**src/rtl/glitch_sweep_pkg.sv**
```systemverilog
// Shared definitions for the glitch sweep sequencer: state names and defaults.
// Latency: n/a (types and constants only).
// Backpressure: n/a.
package glitch_sweep_pkg;

  typedef enum logic [3:0] {
    SWEEP_IDLE,
    SWEEP_LOAD,
    SWEEP_ARM,
    SWEEP_WAIT_ACK,
    SWEEP_WAIT_DONE,
    SWEEP_COOL,
    SWEEP_POINT,
    SWEEP_ADVANCE,
    SWEEP_FINISH
  } sweep_state_t;

  // Cycles allowed between the fire pulse and the core dropping ready.
  localparam int SWEEP_ACK_TIMEOUT_DEF = 16;

endpackage

```
**src/rtl/glitch_sweep_if.sv**
```systemverilog
// Glitch-core control bundle: width/delay setpoints, fire pulse, core ready.
// Latency: n/a (wiring only).
// Backpressure: core holds glitch_ready low while a glitch is in flight.
// Ports: width, delay, glitch_en (sequencer -> core); glitch_ready (core -> sequencer).
interface glitch_sweep_if #(
  parameter int WIDTH_W = 8,
  parameter int DELAY_W = 16
);
  logic [WIDTH_W-1:0] width;
  logic [DELAY_W-1:0] delay;
  logic               glitch_en;
  logic               glitch_ready;

  modport master (output width, delay, glitch_en, input glitch_ready);
  modport slave  (input width, delay, glitch_en, output glitch_ready);
endinterface

```
**src/rtl/glitch_sweep_step.sv**
```systemverilog
// Next grid coordinate along one axis, wrapping back to the first value.
// Latency: combinational.
// Backpressure: none.
// Ports: cur/first/last/step in; nxt (next or first) and wrap out.
module glitch_sweep_step #(
  parameter int W = 8
) (
  input  logic [W-1:0] cur,
  input  logic [W-1:0] first,
  input  logic [W-1:0] last,
  input  logic [W-1:0] step,
  output logic [W-1:0] nxt,
  output logic         wrap
);
  // One extra bit so a step past the top of the field is seen as a wrap
  // instead of silently folding back to a small value.
  logic [W:0] sum;

  always_comb begin
    sum  = {1'b0, cur} + {1'b0, step};
    wrap = (step == '0) || sum[W] || (sum[W-1:0] > last);
    nxt  = wrap ? first : sum[W-1:0];
  end
endmodule

```
**src/rtl/glitch_sweep.sv**
```systemverilog
// Sweep sequencer: walks width x delay grid, fires the glitch core reps times per point.
// Latency: first fire pulse 2 cycles after start_i (no trigger); done_o 1 cycle after abort.
// Backpressure: each shot waits on glitch_ready (and trigger edge if enabled); no input stall.
// Ports: clk_i/rst_ni; start/abort/trigger controls; range, reps and cooldown config;
//        core bundle (master); fault_i; busy/done/err status; point_valid_o + fault_cnt_o.
module glitch_sweep
  import glitch_sweep_pkg::*;
#(
  parameter int WIDTH_W     = 8,
  parameter int DELAY_W     = 16,
  parameter int ACK_TIMEOUT = SWEEP_ACK_TIMEOUT_DEF
) (
  input  logic               clk_i,
  input  logic               rst_ni,
  input  logic               start_i,
  input  logic               abort_i,
  input  logic               use_trig_i,
  input  logic               trig_i,
  input  logic [WIDTH_W-1:0] w_start_i,
  input  logic [WIDTH_W-1:0] w_end_i,
  input  logic [WIDTH_W-1:0] w_step_i,
  input  logic [DELAY_W-1:0] d_start_i,
  input  logic [DELAY_W-1:0] d_end_i,
  input  logic [DELAY_W-1:0] d_step_i,
  input  logic [7:0]         reps_i,
  input  logic [15:0]        cooldown_i,
  input  logic               fault_i,
  glitch_sweep_if.master     core,
  output logic               busy_o,
  output logic               done_o,
  output logic               err_o,
  output logic               point_valid_o,
  output logic [7:0]         fault_cnt_o
);
  localparam logic [15:0] ACK_LAST = 16'(ACK_TIMEOUT - 1);

  sweep_state_t       state;
  logic [WIDTH_W-1:0] width_q, w_start_c, w_end_c, w_step_c, w_nxt;
  logic [DELAY_W-1:0] delay_q, d_start_c, d_end_c, d_step_c, d_nxt;
  logic               w_wrap, d_wrap;
  logic [7:0]         reps_c, rep_q, fcnt_q;
  logic [15:0]        cool_c, cool_cnt, ack_cnt;
  logic               en_q, shot_flt;
  logic               trig_s1, trig_s2, trig_s3;
  logic               trig_rise;

  assign core.width     = width_q;
  assign core.delay     = delay_q;
  assign core.glitch_en = en_q;
  assign trig_rise      = trig_s2 & ~trig_s3;

  glitch_sweep_step #(.W(WIDTH_W)) u_wstep (
    .cur(width_q), .first(w_start_c), .last(w_end_c), .step(w_step_c),
    .nxt(w_nxt), .wrap(w_wrap)
  );

  glitch_sweep_step #(.W(DELAY_W)) u_dstep (
    .cur(delay_q), .first(d_start_c), .last(d_end_c), .step(d_step_c),
    .nxt(d_nxt), .wrap(d_wrap)
  );

  always_ff @(posedge clk_i) begin
    if (!rst_ni) begin
      state         <= SWEEP_IDLE;
      width_q       <= '0;
      delay_q       <= '0;
      w_start_c     <= '0;
      w_end_c       <= '0;
      w_step_c      <= '0;
      d_start_c     <= '0;
      d_end_c       <= '0;
      d_step_c      <= '0;
      reps_c        <= '0;
      cool_c        <= '0;
      rep_q         <= '0;
      fcnt_q        <= '0;
      cool_cnt      <= '0;
      ack_cnt       <= '0;
      shot_flt      <= 1'b0;
      en_q          <= 1'b0;
      busy_o        <= 1'b0;
      done_o        <= 1'b0;
      err_o         <= 1'b0;
      point_valid_o <= 1'b0;
      fault_cnt_o   <= '0;
      trig_s1       <= 1'b0;
      trig_s2       <= 1'b0;
      trig_s3       <= 1'b0;
    end else begin
      trig_s1       <= trig_i;
      trig_s2       <= trig_s1;
      trig_s3       <= trig_s2;
      en_q          <= 1'b0;
      done_o        <= 1'b0;
      point_valid_o <= 1'b0;

      // done_o is raised on the way into FINISH so an abort shows up one
      // cycle later; busy_o then drops when FINISH retires.
      if (abort_i && state != SWEEP_IDLE && state != SWEEP_FINISH) begin
        done_o <= 1'b1;
        state  <= SWEEP_FINISH;
      end else begin
        case (state)
          SWEEP_IDLE: begin
            if (start_i && !abort_i) begin
              w_start_c <= w_start_i;
              w_end_c   <= w_end_i;
              w_step_c  <= w_step_i;
              d_start_c <= d_start_i;
              d_end_c   <= d_end_i;
              d_step_c  <= d_step_i;
              reps_c    <= (reps_i == 8'd0) ? 8'd1 : reps_i;
              cool_c    <= cooldown_i;
              err_o     <= 1'b0;
              busy_o    <= 1'b1;
              state     <= SWEEP_LOAD;
            end
          end
          SWEEP_LOAD: begin
            width_q <= w_start_c;
            delay_q <= d_start_c;
            rep_q   <= '0;
            fcnt_q  <= '0;
            state   <= SWEEP_ARM;
          end
          SWEEP_ARM: begin
            if (core.glitch_ready && (!use_trig_i || trig_rise)) begin
              en_q    <= 1'b1;
              ack_cnt <= '0;
              state   <= SWEEP_WAIT_ACK;
            end
          end
          SWEEP_WAIT_ACK: begin
            if (!core.glitch_ready) begin
              state <= SWEEP_WAIT_DONE;
            end else if (ack_cnt == ACK_LAST) begin
              err_o  <= 1'b1;
              done_o <= 1'b1;
              state  <= SWEEP_FINISH;
            end else begin
              ack_cnt <= ack_cnt + 16'd1;
            end
          end
          SWEEP_WAIT_DONE: begin
            if (core.glitch_ready) begin
              cool_cnt <= cool_c;
              shot_flt <= 1'b0;
              state    <= SWEEP_COOL;
            end
          end
          SWEEP_COOL: begin
            if (cool_cnt == 16'd0) begin
              // Fault on the exit cycle still belongs to this shot.
              if ((shot_flt || fault_i) && fcnt_q != 8'hFF) fcnt_q <= fcnt_q + 8'd1;
              rep_q <= rep_q + 8'd1;
              state <= (rep_q + 8'd1 < reps_c) ? SWEEP_ARM : SWEEP_POINT;
            end else begin
              shot_flt <= shot_flt | fault_i;
              cool_cnt <= cool_cnt - 16'd1;
            end
          end
          SWEEP_POINT: begin
            point_valid_o <= 1'b1;
            fault_cnt_o   <= fcnt_q;
            fcnt_q        <= '0;
            state         <= SWEEP_ADVANCE;
          end
          SWEEP_ADVANCE: begin
            if (d_wrap && w_wrap) begin
              done_o <= 1'b1;
              state  <= SWEEP_FINISH;
            end else begin
              delay_q <= d_nxt;
              if (d_wrap) width_q <= w_nxt;
              rep_q   <= '0;
              state   <= SWEEP_ARM;
            end
          end
          SWEEP_FINISH: begin
            busy_o <= 1'b0;
            state  <= SWEEP_IDLE;
          end
          default: state <= SWEEP_IDLE;
        endcase
      end
    end
  end
endmodule

```
**src/flat_wrapper.sv**
```systemverilog
// flat-port wrapper written by rule: the top's interface ports become plain ports
module glitch_sweep_flat import glitch_sweep_pkg::*;
#(
  parameter int WIDTH_W     = 8,
  parameter int DELAY_W     = 16,
  parameter int ACK_TIMEOUT = SWEEP_ACK_TIMEOUT_DEF
)
  (clk_i, rst_ni, start_i, abort_i, use_trig_i, trig_i, w_start_i, w_end_i, w_step_i, d_start_i, d_end_i, d_step_i, reps_i, cooldown_i, fault_i, busy_o, done_o, err_o, point_valid_o, fault_cnt_o, core_width, core_delay, core_glitch_en, core_glitch_ready);
  glitch_sweep_if #(.WIDTH_W(WIDTH_W), .DELAY_W(DELAY_W)) core_i ();
  input  logic clk_i;
  input  logic rst_ni;
  input  logic start_i;
  input  logic abort_i;
  input  logic use_trig_i;
  input  logic trig_i;
  input  logic [WIDTH_W-1:0] w_start_i;
  input  logic [WIDTH_W-1:0] w_end_i;
  input  logic [WIDTH_W-1:0] w_step_i;
  input  logic [DELAY_W-1:0] d_start_i;
  input  logic [DELAY_W-1:0] d_end_i;
  input  logic [DELAY_W-1:0] d_step_i;
  input  logic [7:0] reps_i;
  input  logic [15:0] cooldown_i;
  input  logic fault_i;
  output logic busy_o;
  output logic done_o;
  output logic err_o;
  output logic point_valid_o;
  output logic [7:0] fault_cnt_o;
  output wire logic [$bits(core_i.width)-1:0] core_width;
  output wire logic [$bits(core_i.delay)-1:0] core_delay;
  output wire logic [$bits(core_i.glitch_en)-1:0] core_glitch_en;
  input wire logic [$bits(core_i.glitch_ready)-1:0] core_glitch_ready;
  assign core_width = core_i.width;
  assign core_delay = core_i.delay;
  assign core_glitch_en = core_i.glitch_en;
  assign core_i.glitch_ready = core_glitch_ready;
  glitch_sweep #(.WIDTH_W(WIDTH_W), .DELAY_W(DELAY_W), .ACK_TIMEOUT(ACK_TIMEOUT)) u_core (.clk_i(clk_i), .rst_ni(rst_ni), .start_i(start_i), .abort_i(abort_i), .use_trig_i(use_trig_i), .trig_i(trig_i), .w_start_i(w_start_i), .w_end_i(w_end_i), .w_step_i(w_step_i), .d_start_i(d_start_i), .d_end_i(d_end_i), .d_step_i(d_step_i), .reps_i(reps_i), .cooldown_i(cooldown_i), .fault_i(fault_i), .core(core_i), .busy_o(busy_o), .done_o(done_o), .err_o(err_o), .point_valid_o(point_valid_o), .fault_cnt_o(fault_cnt_o));
endmodule
```
**config.mk**
```make
export PLATFORM = sky130hd
export DESIGN_NAME = glitch_sweep_flat
export DESIGN_NICKNAME = d
export VERILOG_FILES = /design/src/rtl/glitch_sweep_pkg.sv /design/src/rtl/glitch_sweep_if.sv /design/src/rtl/glitch_sweep_step.sv /design/src/rtl/glitch_sweep.sv /design/src/flat_wrapper.sv
export SDC_FILE = /design/constraint.sdc
export NUM_CORES = 1
export LEC_CHECK = 0
export CORE_MARGIN = 2
export CORE_UTILIZATION = 55
export DETAILED_ROUTE_END_ITERATION = 7
export PLACE_DENSITY_LB_ADDON = 0.2
export REMOVE_ABC_BUFFERS = 1
export SLEW_MARGIN = 30
export SYNTH_ARGS = -nofsm -noshare
export SYNTH_HDL_FRONTEND = slang
export SYNTH_SLANG_ARGS = --single-unit
```
**constraint.sdc**
```tcl
create_clock -name clk_i -period 5.28 [get_ports clk_i]
set_clock_uncertainty 0.1 [all_clocks]
set_input_delay 0.792 -clock clk_i [delete_from_list [all_inputs] [get_ports clk_i]]
set_output_delay 0.792 -clock clk_i [all_outputs]
set_load 0.005 [all_outputs]
```
[Word level (Yosys, flattened, before mapping)]
Index checks and enable logic that the tools add are counted.
Cells by class
  add/subtract/negate cells: 6
  magnitude comparators: 3
  mux-type cells: 47
  equality and inequality tests: 28
  reduce and logical (&&, ||, !) cells: 42
  bitwise gates (word level): 6
Operator list (number)
  16-bit two-way mux: 7
  16-bit one-hot mux with 2 select lines: 3
  8-bit two-way mux: 8
  16-bit logical NOT: 2
  4-bit two-way mux: 8
  4-bit one-hot mux with 8 select lines: 1
  8-bit one-hot mux with 2 select lines: 2
  8-bit one-hot mux with 3 select lines: 1
  5-bit AND reduction: 4
  16-bit by 16-bit adder with 17-bit output: 1
  16-bit by 1-bit adder with 16-bit output (second input constant): 1
  8-bit by 1-bit adder with 8-bit output (second input constant): 2
  16-bit by 4-bit == test with 1-bit output (second input constant): 1
  4-bit by 3-bit == test with 1-bit output (second input constant): 4
  16-bit > comparator: 1
  8-bit logical NOT: 2
  4-bit AND reduction: 4
  16-bit by 1-bit subtractor with 16-bit output (second input constant): 1
  1-bit two-way mux: 12
  2-bit by 1-bit != test with 1-bit output (second input constant): 6
  2-bit nonzero test: 6
  2-bit != test (second input constant): 5
  8-bit by 8-bit adder with 9-bit output: 1
  3-bit by 1-bit != test with 1-bit output (second input constant): 3
  24 further kinds: 46
Word-level totals
  register bits after elaboration: 189
  word-level logic and storage cells: 158
  output and inout bits: 37
  input port bits: 104

[Logic depth before layout (Yosys ltp)]
Gate-level depths: netlist of run 1.
  depth in word-level cells: 7
  depth in mapped cells: 19
  depth with buffers taken out: 17

[Cells and area by module]
A second synthesis of run 1 with hierarchy kept.
Unflattened totals
  cells, all modules: 1275
  area, all modules: 10553.9 µm²
By module, submodules not included
  glitch_sweep: area an instance 8403.1 µm², seq. area each 3783.6 µm², times used 1, cells each 994
  glitch_sweep_step at u_core.u_dstep: area an instance 1500.2 µm², seq. area each 0.0 µm², times used 1, cells each 199
  glitch_sweep_step at u_core.u_wstep: area an instance 650.6 µm², seq. area each 0.0 µm², times used 1, cells each 82

[Worst setup path after synthesis of run 1]
No wires, ideal clock.
  kind: reg-to-reg
  start: register u_core.delay_q[0] (netlist: u_core.core.delay[0])
  end: register u_core.rep_q[4]
  setup time: 0.148 ns
  arrival time: 3.549 ns
  setup slack: 1.483 ns
  period minus slack after synthesis: 3.797 ns
  stages on the path, launching flop included: 18
  data required time: 5.032 ns
  path buffers: 0
  path through: dfxtp_1 ha_1 inv_1 fa_1 inv_1 a21o_1 a221oi_2 o311ai_0 a21oi_1 xnor2_1 ha_1 a21oi_1 nand2_1 a221oi_1 a22o_1 nand4_1 a31oi_2 a311oi_1
Between the ends
  longest elaborated chain between the ends: 6
  elaborated cells between the ends (all ways): 7
  those cells by class: add/sub: 1; order compare: 1; eq/ne: 1; reduce/logical: 4
RTL lines
  start, declared: line glitch_sweep.sv:39  | logic [DELAY_W-1:0] delay_q, d_start_c, d_end_c, d_step_c, d_nxt;
  start signal, assigned: line glitch_sweep.sv:121  | delay_q <= d_start_c;
  start signal, assigned: line glitch_sweep.sv:173  | delay_q <= d_nxt;
  16-bit by 16-bit adder with 17-bit output *: line glitch_sweep_step.sv:20  | sum = {1'b0, cur} + {1'b0, step};
  16-bit > comparator / 1-bit logical OR (equally long branches): line glitch_sweep_step.sv:21  | wrap = (step == '0) || sum[W] || (sum[W-1:0] > last);
  1-bit logical OR *: line glitch_sweep_step.sv:21
  1-bit logical AND *: line glitch_sweep.sv:169  | if (d_wrap && w_wrap) begin
  2-bit != test (no source line) *
  4-bit AND reduction (no source line) *
  end signal, assigned: line glitch_sweep.sv:155  | rep_q <= rep_q + 8'd1;
  end, declared: line glitch_sweep.sv:41  | logic [7:0] reps_c, rep_q, fcnt_q;
Mark *: on every way between the ends. The rest lies on a longest branch, timed or not.
A chain may end at the register's enable or synchronous reset.

[Final worst setup path of run 1]
  start: register u_core.delay_q[1] (netlist: u_core.core.delay[1])
  end: register u_core.delay_q[2] (netlist: u_core.core.delay[2])
Between the ends
  longest elaborated chain between the ends: 6
  elaborated cells between the ends (all ways): 10
  those cells by class: add/sub: 1; order compare: 1; eq/ne: 1; mux: 3; reduce/logical: 4
RTL lines (line)
  16-bit by 16-bit adder with 17-bit output *: glitch_sweep_step.sv:20
  16-bit > comparator / 1-bit logical OR (equally long branches): glitch_sweep_step.sv:21
  1-bit logical OR: glitch_sweep_step.sv:21
  16-bit two-way mux / 1-bit logical AND (equally long branches): glitch_sweep_step.sv:22, glitch_sweep.sv:169
  16-bit two-way mux / 2-bit != test (equally long branches)
  16-bit one-hot mux with 2 select lines / 3-bit AND reduction (equally long branches)
Mark *: on every way between the ends. The rest lies on a longest branch, timed or not. The select of a mux whose other input is x is not followed.

==> impl_metrics.py, run 1 <==
metrics = {
    "timing": {
        "max_freq_mhz": 208,
        "setup_viol": 0,
        "fin_crit_ns": 4.81,
        "timing.slew.headroom_pct": 39.7,
        "tightest_slew_ns": 0.904,
        "final_hold_viol_count": 0,
        "rsz0062_at_grt": "no",
        "worst_slack_ns": 0.469,
        "fin_crit_sh_pct": 91.1,
        "report.final.slew_viol_count": 0,
        "setup_tns_ns": 0,
        "holdWs_ns": 0.329,
    },
    "synth": {
        "synthesis.area_um2": 9940,
        "yosys_register_bits": 189,
        "synth_cell_type_count": 75,
        "yosys_warnings": 0,
        "yosysTopAreaCell": "dfxtp_1",
        "yosys-top-cells-area": "dfxtp_1 (38%), nand2_1 (10%), a21oi_1 (7.5%)",
        "synthTopCellsByCount": "nand2_1 (275), dfxtp_1 (189), a21oi_1 (149), nor2_1 (89), ha_1 (59)",
        "yosysTopAreaCellShare_pct": 38.1,
        "synth-edff-count": 0,
        "async_reset_ff_share_pct": 0,
        "yosys_most_used_dff": "dfxtp_1",
        "synth-seq-area-share_pct": 38.1,
        "syn_inst": 1267,
        "yosysMostFrequentCell": "nand2_1",
        "avgSynthCellArea_um2": 7.85,
    },
    "floorplan": {
        "design.core.area_um2": 17800,
        "die_h_um": 138,
        "fp.dieW_um": 138,
        "dieArea_um2": 19200,
        "ios": 141,
        "std_cell_rows": 49,
        "start_util_pct": 55.7,
    },
    "cells_and_area": {
        "seqCellArea_um2": 3780,
        "design_area_um2": 12100,
        "syn_to_final_growth_pct": 21.3,
        "final_nets": 1535,
        "fillers": 1566,
        "drive_above_1_share_pct": 5.57,
        "antenna_cells": 0,
        "postLayoutCoreUtil_pct": 67.6,
        "multi_input_area_um2": 5700,
    },
    "critical_path": {
        "max_stage_delay_ns": 0.49,
        "cpMaxStageDelayCell": "nand2_1",
        "crit_type": "flip-flop to flip-flop",
        "arrival_ns": 5.04,
        "worstPathRequired_ns": 5.51,
        "crit_path_max_fanout": 14,
        "r2r_slack_ns": 0.47,
        "crit_chain": "ha_1, a211oi_1, o21ai_0, a31oi_1, o21a_1, o21ai_0, xor2_1, ha_1, nand4_1, nor3_1, o31ai_1, a22o_1, nand2_1, a21oi_1, buf_4, a2111oi_2",
        "crit_path_start_kind": "flip-flop",
        "cp_num_buf_inv": 1,
        "crit_family": "compound AO/OA/AOI/OAI gates",
        "crit_start": "u_core.core.delay[1]",
        "end_kind": "flip-flop",
        "r2r_start": "u_core.core.delay[1]",
    },
    "clock_tree": {
        "cts_resized": 0,
        "cts-root-buf": "clkbuf_16",
        "clk_pin_slew_ns": 0.07,
        "clockBufferDepth": 2,
        "htree_levels": 4,
        "ctsHoldBuffers": 0,
        "numCtsBuffers": 17,
        "cts_sinks": 189,
        "cts_tree": "done",
        "clkLatencyLatePin_ns": 0.44,
        "cts_setup_buffers": 0,
    },
    "power": {
        "powerDensity_nw_per_um2": 377,
        "leakagePower_nw": 4.57,
        "peakVddDrop_uv": 331,
    },
    "placed_design": {
        "pre_cts_slack_ns": 0.682,
        "place_area_um2": 11500,
        "hpwl_um": 17800,
        "place.gp.congestion": 0.943,
        "numPortBuffers": 140,
    },
    "routing": {
        "vias": 9406,
        "route.detailed.drc": 0,
        "drt_iter0_drc": 795,
        "final_antenna_net_count": 0,
        "wl_per_cell_um": 16.0,
        "vias_per_cell": 5.83,
        "routed_wl_um": 25900,
        "drt-pass1-iter-count": 5,
    },
    "global_route": {
        "grt_pass1_wl_um": 43100,
        "grt-ovfl-total": 0,
        "grt_max_degree": 83,
        "grt.total_usage_pct": 26.8,
        "grt_pass1_vias": 8838,
        "grt_antenna_before_repair": 0,
    },
    "job": {
        "cap_violations": 0,
    },
    "worst_hold_path": {
        "hold_path_startpoint": "u_core.trig_s2",
        "worst_hold_path_type": "flip-flop to flip-flop",
    },
    "run_status": {
        "status": "complete, no violations",
    },
}
metal layers:
metal	share of wire [%]	routed length (µm)	vias to the layer above	GRT usage [%]
met1	47	12100	4416	37.6
li1	-	-	4621	-
met5	0	0	-	0
met3	5.6	1450	45	3.81
met4	2.0	525	0	9.18
met2	46	11800	324	42.7
logic make-up (layout without fill, tap and decap cells):
kind of cell             count (synthesis)  in the layout  synth area share [%]
AO/OA/AOI/OAI                          295            295                  18.3
AND/OR/NAND/NOR                        519            519                  23.4
flip-flops                             189            189                  38.1
adder cells (fa/ha/maj)                 61             61                  7.83
buffers and inverters                  124            240                  4.92
XOR/XNOR                                45             45                  3.96
multiplexers                            34             34                  3.52
final cells by class:
| class | instances | share of cell area (%) |
|---|---|---|
| Timing Repair Buffer | 153 | 12.4 |
| Sequential cell | 189 | 31.4 |
| Inverter | 55 | 1.73 |
| Clock inverter | 14 | 1.30 |
| Multi-Input combinational cell | 954 | 47.3 |
| Clock buffer | 18 | 3.56 |
| Tap cell | 229 | 2.38 |
stage by stage:
stage / power [mW] / cells
3_5_place_dp: 3.25 / 1580
3_3_place_gp: 3.23 / 1580
5_1_grt: 4.80 / 1612
6_report: 4.54 / 1612
4_1_cts: 4.54 / 1612
2_1_floorplan: 2.73 / 1198
power breakdown:
group | internal [mW] | leakage [nW] | switching, mW | total (mW)
combinational | 0.656 | 2.76 | 0.882 | 1.54
sequential | 1.58 | 1.53 | 0.146 | 1.72
clock | 0.669 | 0.277 | 0.609 | 1.28
path summary, 6_finish.rpt:
| check | to | cells past startpoint |
|---|---|---|
| min | u_core.trig_s3 | 2 |
| max | u_core.core.delay[2] | 16 |
| max reg2reg | u_core.core.delay[2] | 16 |
| min reg2reg | u_core.trig_s3 | 2 |
sequential cells by signal, summed over array words and instances, names as in the netlist, 4 cells and up:
| name | count |
|---|---|
| u_core.d_start_c | 16 |
| u_core.fault_cnt_o | 8 |
| u_core.fcnt_q | 8 |
| u_core.d_step_c | 16 |
| u_core.ack_cnt | 16 |
| u_core.cool_c | 16 |
| u_core.state | 4 |
| u_core.w_start_c | 8 |
| u_core.reps_c | 8 |
| u_core.core.delay | 16 |
| u_core.core.width | 8 |
| u_core.w_step_c | 8 |
| u_core.cool_cnt | 16 |
| u_core.rep_q | 8 |
| u_core.d_end_c | 16 |
| u_core.w_end_c | 8 |
worst register-to-register path, delay by kind of cell, from the launching register on:
kind | cells | cell delay, ns
adder cells (fa/ha/maj) | 2 | 0.64
flip-flops | 1 | 0.34
AO/OA/AOI/OAI | 9 | 2.27
buffers and inverters | 1 | 0.25
AND/OR/NAND/NOR | 3 | 0.93
XOR/XNOR | 1 | 0.19
cells in the final DEF (no fill, tap or decap), drive strengths merged, types with 23 or more instances in the layout:
cell type / netlist / final
nand2: 275 / 275
dfxtp: 189 / 189
a21oi: 150 / 150
clkdlybuf4s50: 0 / 139
nor2: 91 / 91
inv: 55 / 60
ha: 59 / 59
o21ai: 43 / 43
nand3: 32 / 32
mux2i: 26 / 26
xnor2: 24 / 24
nor3: 23 / 23
Power figures use the tool's default switching activity.
==> run 2: changes to the inputs <==
--- a/config.mk
+++ b/config.mk
@@ -7,6 +7,7 @@
 export LEC_CHECK = 0
 export CORE_MARGIN = 2
 export CORE_UTILIZATION = 55
+export CTS_CLUSTER_SIZE = 40
 export DETAILED_ROUTE_END_ITERATION = 7
 export PLACE_DENSITY_LB_ADDON = 0.2
 export REMOVE_ABC_BUFFERS = 1
==> results of run 2 <==
The final DEF is identical to that of run 1; final timing and power are the same.
